**src/rtl/sprite_dispatcher.sv**
```systemverilog
// Round-robin multi-channel sprite request front end for the blitter.
// Define DISPATCH_TIMEOUT_EN to build the blitter watchdog (sticky timeout_err).
module sprite_dispatcher #(
  parameter int unsigned CHANNELS       = 4,
  parameter int unsigned IDX_W          = 2,
  parameter int unsigned ADDR_W         = 26,
  parameter int unsigned SIZE_W         = 10,
  parameter int unsigned TIMEOUT_CYCLES = 65535,
  localparam int unsigned CH_W          = (CHANNELS > 1) ? $clog2(CHANNELS) : 1
) (
  input  logic                         Clk,
  input  logic                         Reset,
  input  logic [CHANNELS-1:0]          req_incoming,
  input  logic [CHANNELS*IDX_W-1:0]    req_sprite_num,
  output logic [CHANNELS-1:0]          req_received,
  output logic [CHANNELS-1:0]          req_finished,
  input  logic [CHANNELS-1:0]          req_ack_finished,
  output logic [IDX_W-1:0]             tbl_index,
  input  logic [ADDR_W+2*SIZE_W-1:0]   tbl_data,
  output logic                         blitter_start,
  input  logic                         blitter_finished,
  output logic [ADDR_W-1:0]            sprite_address,
  output logic [SIZE_W-1:0]            x_size,
  output logic [SIZE_W-1:0]            y_size,
  output logic [CH_W-1:0]              active_channel,
  output logic                         busy,
  output logic                         timeout_err
);

  localparam logic [2:0] S_IDLE    = 3'd0;
  localparam logic [2:0] S_LOOKUP  = 3'd1;
  localparam logic [2:0] S_CAPTURE = 3'd2;
  localparam logic [2:0] S_START   = 3'd3;
  localparam logic [2:0] S_BLIT    = 3'd4;
  localparam logic [2:0] S_FINISH  = 3'd5;

  if (CHANNELS < 1 || TIMEOUT_CYCLES < 1) begin : g_bad_cfg
    $error("sprite_dispatcher: CHANNELS and TIMEOUT_CYCLES must be at least 1");
  end

  logic [2:0]       state, next_state;
  logic [CH_W-1:0]  rr_ptr;
  logic             done_flag;
  logic             grant_valid;
  logic [CH_W-1:0]  grant_ch;
  logic             act_req, act_ack, done_now, timeout_hit;
  logic [IDX_W-1:0] sprite_num [CHANNELS];

  for (genvar c = 0; c < CHANNELS; c++) begin : g_num
    assign sprite_num[c] = req_sprite_num[c*IDX_W +: IDX_W];
  end

  // (base + off) modulo CHANNELS; both operands are already below CHANNELS
  function automatic logic [CH_W-1:0] wrap_add(input logic [CH_W-1:0] base, input int unsigned off);
    int unsigned sum;
    sum = 32'(base) + off;
    if (sum >= CHANNELS) sum = sum - CHANNELS;
    return CH_W'(sum);
  endfunction

  function automatic logic [CHANNELS-1:0] onehot(input logic [CH_W-1:0] ch);
    return CHANNELS'(1) << ch;
  endfunction

  assign act_req  = req_incoming[active_channel];
  assign act_ack  = req_ack_finished[active_channel];
  assign done_now = done_flag | blitter_finished;

  // First pending request at or above rr_ptr, wrapping around
  always_comb begin
    grant_valid = 1'b0;
    grant_ch    = '0;
    for (int unsigned i = 0; i < CHANNELS; i++) begin
      if (!grant_valid && req_incoming[wrap_add(rr_ptr, i)]) begin
        grant_valid = 1'b1;
        grant_ch    = wrap_add(rr_ptr, i);
      end
    end
  end

  always_ff @(posedge Clk or posedge Reset) begin
    if (Reset) state <= S_IDLE;
    else       state <= next_state;
  end

  always_comb begin
    next_state = state;
    case (state)
      S_IDLE:    if (grant_valid) next_state = S_LOOKUP;
      S_LOOKUP:  next_state = S_CAPTURE;
      S_CAPTURE: next_state = S_START;
      S_START:   next_state = S_BLIT;
      S_BLIT:    if (done_now && !act_req) next_state = S_FINISH;
      S_FINISH:  if (act_ack) next_state = S_IDLE;
      default:   next_state = S_IDLE;
    endcase
  end

  // Handshake, geometry and arbitration registers; status outputs track next_state
  always_ff @(posedge Clk or posedge Reset) begin
    if (Reset) begin
      rr_ptr         <= '0;
      active_channel <= '0;
      tbl_index      <= '0;
      sprite_address <= '0;
      x_size         <= '0;
      y_size         <= '0;
      done_flag      <= 1'b0;
      req_received   <= '0;
      req_finished   <= '0;
      blitter_start  <= 1'b0;
      busy           <= 1'b0;
    end else begin
      busy          <= (next_state != S_IDLE);
      blitter_start <= (next_state == S_START);
      req_finished  <= (next_state == S_FINISH) ? onehot(active_channel) : '0;
      case (state)
        S_IDLE: begin
          if (grant_valid) begin
            active_channel <= grant_ch;
            tbl_index      <= sprite_num[grant_ch];
            req_received   <= onehot(grant_ch);
          end
        end
        S_CAPTURE: {sprite_address, x_size, y_size} <= tbl_data;
        S_START:   done_flag <= blitter_finished;
        S_BLIT:    done_flag <= done_now | timeout_hit;
        S_FINISH:  if (act_ack) rr_ptr <= wrap_add(active_channel, 1);
        default:   ;
      endcase
      // Producer release is final for this transaction
      if (state != S_IDLE && !act_req) req_received <= '0;
    end
  end

`ifdef DISPATCH_TIMEOUT_EN
  localparam int unsigned TO_W = $clog2(TIMEOUT_CYCLES + 1);
  logic [TO_W-1:0] to_cnt;

  assign timeout_hit = (state == S_BLIT) && !done_flag && (to_cnt == TO_W'(TIMEOUT_CYCLES));

  always_ff @(posedge Clk or posedge Reset) begin
    if (Reset) begin
      to_cnt      <= '0;
      timeout_err <= 1'b0;
    end else begin
      if (state == S_START)
        to_cnt <= '0;
      else if (state == S_BLIT && !done_flag && !timeout_hit)
        to_cnt <= to_cnt + 1'b1;
      if (timeout_hit) timeout_err <= 1'b1;
    end
  end
`else
  assign timeout_hit = 1'b0;
  assign timeout_err = 1'b0;
`endif

endmodule

```
**config.mk**
```make
export PLATFORM = sky130hd
export DESIGN_NAME = sprite_dispatcher
export DESIGN_NICKNAME = d
export VERILOG_FILES = /design/src/rtl/sprite_dispatcher.sv
export SDC_FILE = /design/constraint.sdc
export NUM_CORES = 1
export LEC_CHECK = 0
export ABC_AREA = 1
export BUFFER_PORTS_ARGS = -buffer_cell sky130_fd_sc_hd__buf_2
export CAP_MARGIN = 20
export CELL_PAD_IN_SITES_DETAIL_PLACEMENT = 0
export CELL_PAD_IN_SITES_GLOBAL_PLACEMENT = 1
export CORE_ASPECT_RATIO = 1.25
export CORE_UTILIZATION = 36
export DETAILED_ROUTE_END_ITERATION = 8
export PLACE_DENSITY_LB_ADDON = 0.12
export SETUP_SLACK_MARGIN = 0.4
export SKIP_LAST_GASP = 1
export SLEW_MARGIN = 10
export SYNTH_ARGS = -nofsm -noshare
export SYNTH_HDL_FRONTEND = slang
export SYNTH_SLANG_ARGS = --single-unit
```
**constraint.sdc**
```tcl
create_clock -name Clk -period 4 [get_ports Clk]
set_input_delay 0.2 -clock Clk [delete_from_list [all_inputs] [get_ports Clk]]
set_output_delay 0.2 -clock Clk [all_outputs]
set_load 0.01 [all_outputs]
```
Word level (Yosys, flattened, before mapping)

Cells that the tools add are included.

$add $sub $neg: 9
$mul: 0
Divide/modulo/power cells: 0
$lt $le $gt $ge: 11
Equality and inequality tests: 7
Shifts and indexed selects: 2
Muxes and demuxes: 37
Bitwise operators: 2
Reduce and logical (&&, ||, !) cells: 18

Operator list:

| operator                                                    | count |
|---|---|
| 2-to-1 mux 2 bit                                            | 11 |
| case mux 3 bit (6 select lines)                             | 1 |
| 2-to-1 mux 4 bit                                            | 4 |
| >= comparator 3 bit (second input constant)                 | 5 |
| less-than comparator 2 x 3 -> 1 bit (second input constant) | 5 |
| binary-select mux 1 bit (select 2 bit)                      | 6 |
| 2-to-1 mux 1 bit                                            | 10 |
| subtractor 2 x 1 -> 2 bit (second input constant)           | 5 |
| equality test 3 x 2 -> 1 bit (second input constant)        | 3 |
| equality test 3 bit (second input constant)                 | 3 |
| 2-to-1 mux 3 bit                                            | 3 |
| << shifter 1 x 2 -> 4 bit (first input constant)            | 2 |
| adder 2 x 1 -> 3 bit (second input constant)                | 2 |
| adder 2 x 2 -> 3 bit (second input constant)                | 2 |
| AND reduction 2 bit                                         | 3 |
| nonzero test 2 bit                                          | 3 |
| nonzero test 3 bit                                          | 2 |
| logical AND 1 bit                                           | 5 |
| binary-select mux 2 bit (select 2 bit)                      | 1 |
| zero test 1 bit                                             | 4 |
| equality test 3 x 1 -> 1 bit (second input constant)        | 1 |
| >= comparator 2 x 3 -> 1 bit (second input constant)        | 1 |
| zero test 3 bit                                             | 1 |
| inverter 2 -> 3 bit                                         | 1 |
| 2 further kinds                                             | 2 |

Bits in registers: 66
Bits in latches: 0
RAM bits: 0
Memory bits (read-only): 0
Input bits: 65
Output and inout port bits: 61
Logic and storage cells: 98
Memories: 0

Longest topological paths before layout

Depth in word-level cells: 18
Gate-level depth with buffers: 15
Gate-level depth less buffers: 15

Least setup slack after synthesis

OpenSTA, ideal clock, no wires.

Path kind: reg2reg
From: register rr_ptr[0]
To: register tbl_index[0]
Setup time: 117 ps
Arrival: 1405 ps
Required time: 3883 ps
Path slack: 2479 ps
Cell stages (with the launch flop): 16
Path buffers: 1
Clock period less this slack: 1521 ps
Cell sequence: dfrtp_1 -> buf_6 -> nand2_1 -> nand2_2 -> nand2_1 -> nand2_1 -> nor2_4 -> nand3_2 -> nand2_2 -> nand2_4 -> nand2_1 -> nand2_1 -> nand2_1 -> nand2_1 -> nand2_1 -> nand2_1

Longest elaborated chain between the ends: 18
Elaborated cells between the ends (all ways): 42
Those cells by class: add/sub (7); order compare (4); mux (23); bitwise (1); reduce/logical (7)

Ends and longest elaborated chain:

| what                                                                          | line | RTL |
|---|---|---|
| start: declaration                                                            | 42   | `logic [CH_W-1:0] rr_ptr;` |
| start signal: assignment                                                      | 128  | `S_FINISH: if (act_ack) rr_ptr <= wrap_add(active_channel, 1);` |
| parallel branches: the longest is 18 deep, another holds adder 2 x 1 -> 3 bit | -    |  |
| end signal: assignment                                                        | 121  | `tbl_index <= sprite_num[grant_ch];` |
| end: declaration                                                              | 18   | `output logic [IDX_W-1:0] tbl_index,` |

Parallel ways; which one is timed is not known. The select of a mux whose other input is x is not followed.
A chain may end at the register's enable or synchronous reset.

Worst setup path in the final report

From: register rr_ptr[0]
To: register state[0]

Longest elaborated chain between the ends: 16
Elaborated cells between the ends (all ways): 35
Those cells by class: add/sub (7); order compare (4); mux (18); reduce/logical (6)

Ends and longest elaborated chain:

| what                                                                          | line | RTL |
|---|---|---|
| parallel branches: the longest is 13 deep, another holds adder 2 x 1 -> 3 bit | -    |  |
| 2-to-1 mux 1 bit *                                                            | 74   | `if (!grant_valid && req_incoming[wrap_add(rr_ptr, i)]) begin` |
| 2-to-1 mux 3 bit *                                                            | 89   | `S_IDLE: if (grant_valid) next_state = S_LOOKUP;` |
| case mux 3 bit (6 select lines) *                                             | 88   | `case (state)` |
| named net next_state[0]                                                       | 41   | `logic [2:0] state, next_state;` |
| end signal: assignment                                                        | 83   | `else state <= next_state;` |
| end: declaration                                                              | 41   |  |

Mark *: on every way through the listed nets, which the timed path passes. The select of a mux whose other input is x is not followed.

==> results_tabular.tex <==
\begin{tabular}{lr}
\hline
Metric & Value \\
\hline
\multicolumn{2}{l}{\textbf{Pwr}} \\
\quad LEAKAGE & about 2.3 nW \\
\quad Power share of the clock group & about 17\% \\
\quad Pwr/cell area & about 850 nW/um\^{}2 \\
\quad Fraction of power spent switching nets & a little over two fifths \\
\quad Worst vdd rail ir drop & between 0.3 and 0.4 mV \\
\quad Reg power frac & about a third \\
\quad Switching power total & 1.45 mW \\
\quad Internal portion of total power & approximately 1.9 mW \\
\quad Part of the total power dissipated in combinational logic & 48.2\% \\
\quad Total design power & between 3 and 4 mW \\
\multicolumn{2}{l}{\textbf{CTS}} \\
\quad Clock slew at the register clock pins of the worst setup and hold paths & around 70 ps \\
\quad Skew-Pair Late Insertion Delay & 340 ps \\
\quad CTS Hold Bufs & 0 \\
\quad CTS root buffer & clkbuf\_8 \\
\quad Maximum number of buffers from clock root to sink & 2 \\
\quad Count of buffers added by post-CTS timing repair for setup & 0 \\
\quad Number of sinks on the clock net & 66 \\
\quad Resize count post-CTS & 0 \\
\quad CTS Buf Count & 9 \\
\quad CTS H-Tree Depth & 3 \\
\quad CTS tree & done \\
\multicolumn{2}{l}{\textbf{Routing}} \\
\quad Remaining DRCs & 0 \\
\quad First-pass detailed-route iteration total & 4 \\
\quad Routed wirelength normalized by instance count & 12.4 um \\
\quad Routed vias & 2786 \\
\quad Number of vias per cell after detailed routing & approximately 4.6 \\
\quad Post-detailed-route count of antenna-violating nets & 0 \\
\quad Drt total wl & 7440 um \\
\quad Number of violations reported at the end of detailed-routing iteration 0 & 120 \\
\multicolumn{2}{l}{\textbf{STA}} \\
\quad Final critical path time including I/O delays and setup & 2070 ps \\
\quad Setup clock skew after layout & slightly below 9 ps \\
\quad Worst Max-Slew Pin Slew & between 800 and 900 ps \\
\quad Post-route fraction of the period consumed by the critical path & 51.8\% \\
\quad Achievable Freq & roughly 0.48 GHz \\
\quad Remaining max-slew budget at the tightest pin & around 43\% \\
\quad Hold slack & approximately 26 ps \\
\quad Final setup violating endpoints & 0 \\
\quad Sum of negative setup slack & 0 ps \\
\quad Unrepaired setup endpoints after global routing & false \\
\quad Final number of hold-violating endpoints & 0 \\
\quad Pins over their slew limit & 0 \\
\multicolumn{2}{l}{\textbf{Global route}} \\
\quad Global-route met2 utilization & between 30 and 40\% \\
\quad Met1 Track Usage GR & between 20\% and 30\% \\
\quad Aggregate global routing overflow & 0 \\
\quad Most congested layer reported by global routing & met2 \\
\quad Number of global-route vias before repair & about 2700 \\
\quad Overall track demand over capacity in global routing & between 10\% and 20\% \\
\quad Number of antenna violations at the first check in global routing & 0 \\
\quad Met3 usage & under 10\% \\
\quad Wire length of the first global-routing pass & about 13000 um \\
\quad Maximum number of pins on one net before global-route repair & 48 \\
\multicolumn{2}{l}{\textbf{Die}} \\
\quad Core Region & between 7000 and 8000 sq um \\
\quad Chip Height & 104 um \\
\quad Count of standard-cell rows & 36 \\
\quad Die area & between 8000 and 9000 sq um \\
\quad Chip Width & 83.6 um \\
\quad Number of I/O pins & 126 \\
\quad Effective utilization at floorplan & 37.8\% \\
\multicolumn{2}{l}{\textbf{Layout}} \\
\quad Ratio of cells with drive above 1 in the final layout & around a third \\
\quad Net count of the finished layout & 569 \\
\quad Most common library cell in the layout ignoring fill and taps & nand2\_1 \\
\quad Area added between synthesis and finish & 30.9\% \\
\quad Post-route design area & 3920 sq um \\
\quad Inserted Diodes & 0 \\
\quad Highest-count cells in the layout ignoring fill and taps & nand2\_1, buf\_2, dfrtp\_1 \\
\quad Number of fill cells & 797 \\
\multicolumn{2}{l}{\textbf{Synthesis}} \\
\quad Average cell area after synthesis & 8.01 sq um \\
\quad Number of distinct library cells after synthesis & 30 \\
\quad Synthesis warning total & 0 \\
\quad Number of register bits inferred by synthesis & 66 \\
\quad Area of the mapped netlist & roughly 3000 sq um \\
\quad Post-synth net total & roughly 440 \\
\quad Share of synthesized area occupied by flip-flops and latches & 55.1\% \\
\quad Dominant cells by area after synthesis & dfrtp\_1, nand2\_1, inv\_1 \\
\quad Area share of the largest cell type after synthesis & roughly 55\% \\
\quad Cell taking the most area after synthesis & dfrtp\_1 \\
\quad Synthesized instance count & between 300 and 400 \\
\multicolumn{2}{l}{\textbf{Critical path}} \\
\quad Crit Path Max Fanout & 12 \\
\quad Crit path max-delay cell type & dfrtp\_1 \\
\quad Kind of capture point of the worst setup path & register \\
\quad Arrival @ worst endpoint & roughly 2300 ps \\
\quad Cell type with the highest occurrence count on the critical path & nand2\_1 \\
\quad Kind of critical path & register to register \\
\quad Worst stage delay on the critical path & 600 ps \\
\quad Startpoint type of the worst setup path & register \\
\quad Worst path cell trace & inv\_2 > nand2\_1 > nand2\_2 > nand2\_1 > nand2\_1 > nor2\_4 > nand3b\_1 > nand3\_2 > inv\_1 > nor3\_2 > inv\_1 \\
\quad Critical path required time & 4230 ps \\
\multicolumn{2}{l}{\textbf{Hold path}} \\
\quad Class of the tightest hold or removal check & input pin to async pin \\
\multicolumn{2}{l}{\textbf{Placed design}} \\
\quad Input/output buffers & roughly 120 \\
\quad Detail Placement HPWL & around 5400 um \\
\quad Routability cong. & between 0.8 and 0.9 \\
\quad Post-detailed-placement cell area & about 3700 sq um \\
\multicolumn{2}{l}{\textbf{Status}} \\
\quad Status & finished, final reports clean \\
\multicolumn{2}{l}{\textbf{Job}} \\
\quad Max-cap check violation count & 0 \\
\hline
\end{tabular}
==> layer usage <==
| layer | routed length [um] | share of wire [%] |
|---|---|---|
| met5 | 0 | 0 |
| met4 | 283 | 3.8 |
| met1 | 3260 | 44 |
| met3 | 392 | 5.3 |
| met2 | 3500 | 47 |
==> cell type report <==
type                       count  area [sq um]  area share, %
sequential                    66          1650           42.1
clock inverter                 5          52.6           1.34
inverter                      26          97.6           2.49
tap                           95           119           3.03
multi-input combinational    269          1180           30.1
timing repair buffer         128           671           17.1
clock buffer                  11           151           3.86
==> synthesized netlist by cell type, drive strengths merged <==
library cell and n:
nor3b 1, inv 26, conb 1, o21ai 9
nand4 1, o22ai 1, clkbuf 7, nand2 213
a32o 1, o31ai 3, a21oi 5, buf 6
nor3 2, nand3b 1, nor2 11, dfrtp 66
nand3 16, ha 4
==> sequential cells by signal, summed over array words and instances (netlist names) <==
signal	count
y_size	10
blitter_start	1
sprite_address	26
active_channel	2
tbl_index	2
busy	1
done_flag	1
rr_ptr	2
req_finished	4
state	3
req_received	4
x_size	10
==> worst max-delay path: cells and delay by family (launching register included) <==
| family | cells | cell delay, ps |
|---|---|---|
| buffers and inverters | 3 | 400 |
| AND/OR/NAND/NOR | 8 | 970 |
| flip-flops | 1 | 600 |
==> worst paths after layout <==
check / from / to / slack [ps] / depth (start not counted)
worst min-delay path: Reset / sprite_address[8] / 30 / 2
worst min register to register: sprite_address[11] / sprite_address[11] / 470 / 2
worst max register to register: rr_ptr[0] / state[0] / 1930 / 11
worst max-delay path: rr_ptr[0] / state[0] / 1930 / 11
max in group asynchronous: Reset / sprite_address[5] / 3090 / 3
min in group Clk: tbl_data[2] / y_size[2] / 40 / 3
==> cells by family (layout without fill, tap and decap cells) <==
group,count (synthesis),after routing,share of synthesized area (%)
simple gates,245,245,33.8
other cells,1,1,0.125
flops,66,66,55.1
compound gates,19,19,3.76
buf+inv,39,170,5.55
fa+ha+maj,4,4,1.67
==> per-stage QoR <==
| stage | setup slack (ps) | std cells | utilization, % |
|---|---|---|---|
| floorplan | 2150 | 374 | - |
| global placement | 1890 | 583 | 46.5 |
| detailed placement | 1910 | 583 | 46.5 |
| CTS | 1900 | 599 | 49.1 |
| global route | 1680 | 600 | 49.5 |
| finish | 1930 | 600 | 49.5 |
==> power by group through the flow <==
stage,clock network [mW],registers [mW],logic [mW]
floorplan,0,1.28,0.969
global placement,0,1.16,1.59
detailed placement,0,1.17,1.61
CTS,0.590,1.16,1.61
global route,0.629,1.20,1.84
finish,0.571,1.16,1.61
Power figures use the tool's default switching activity.
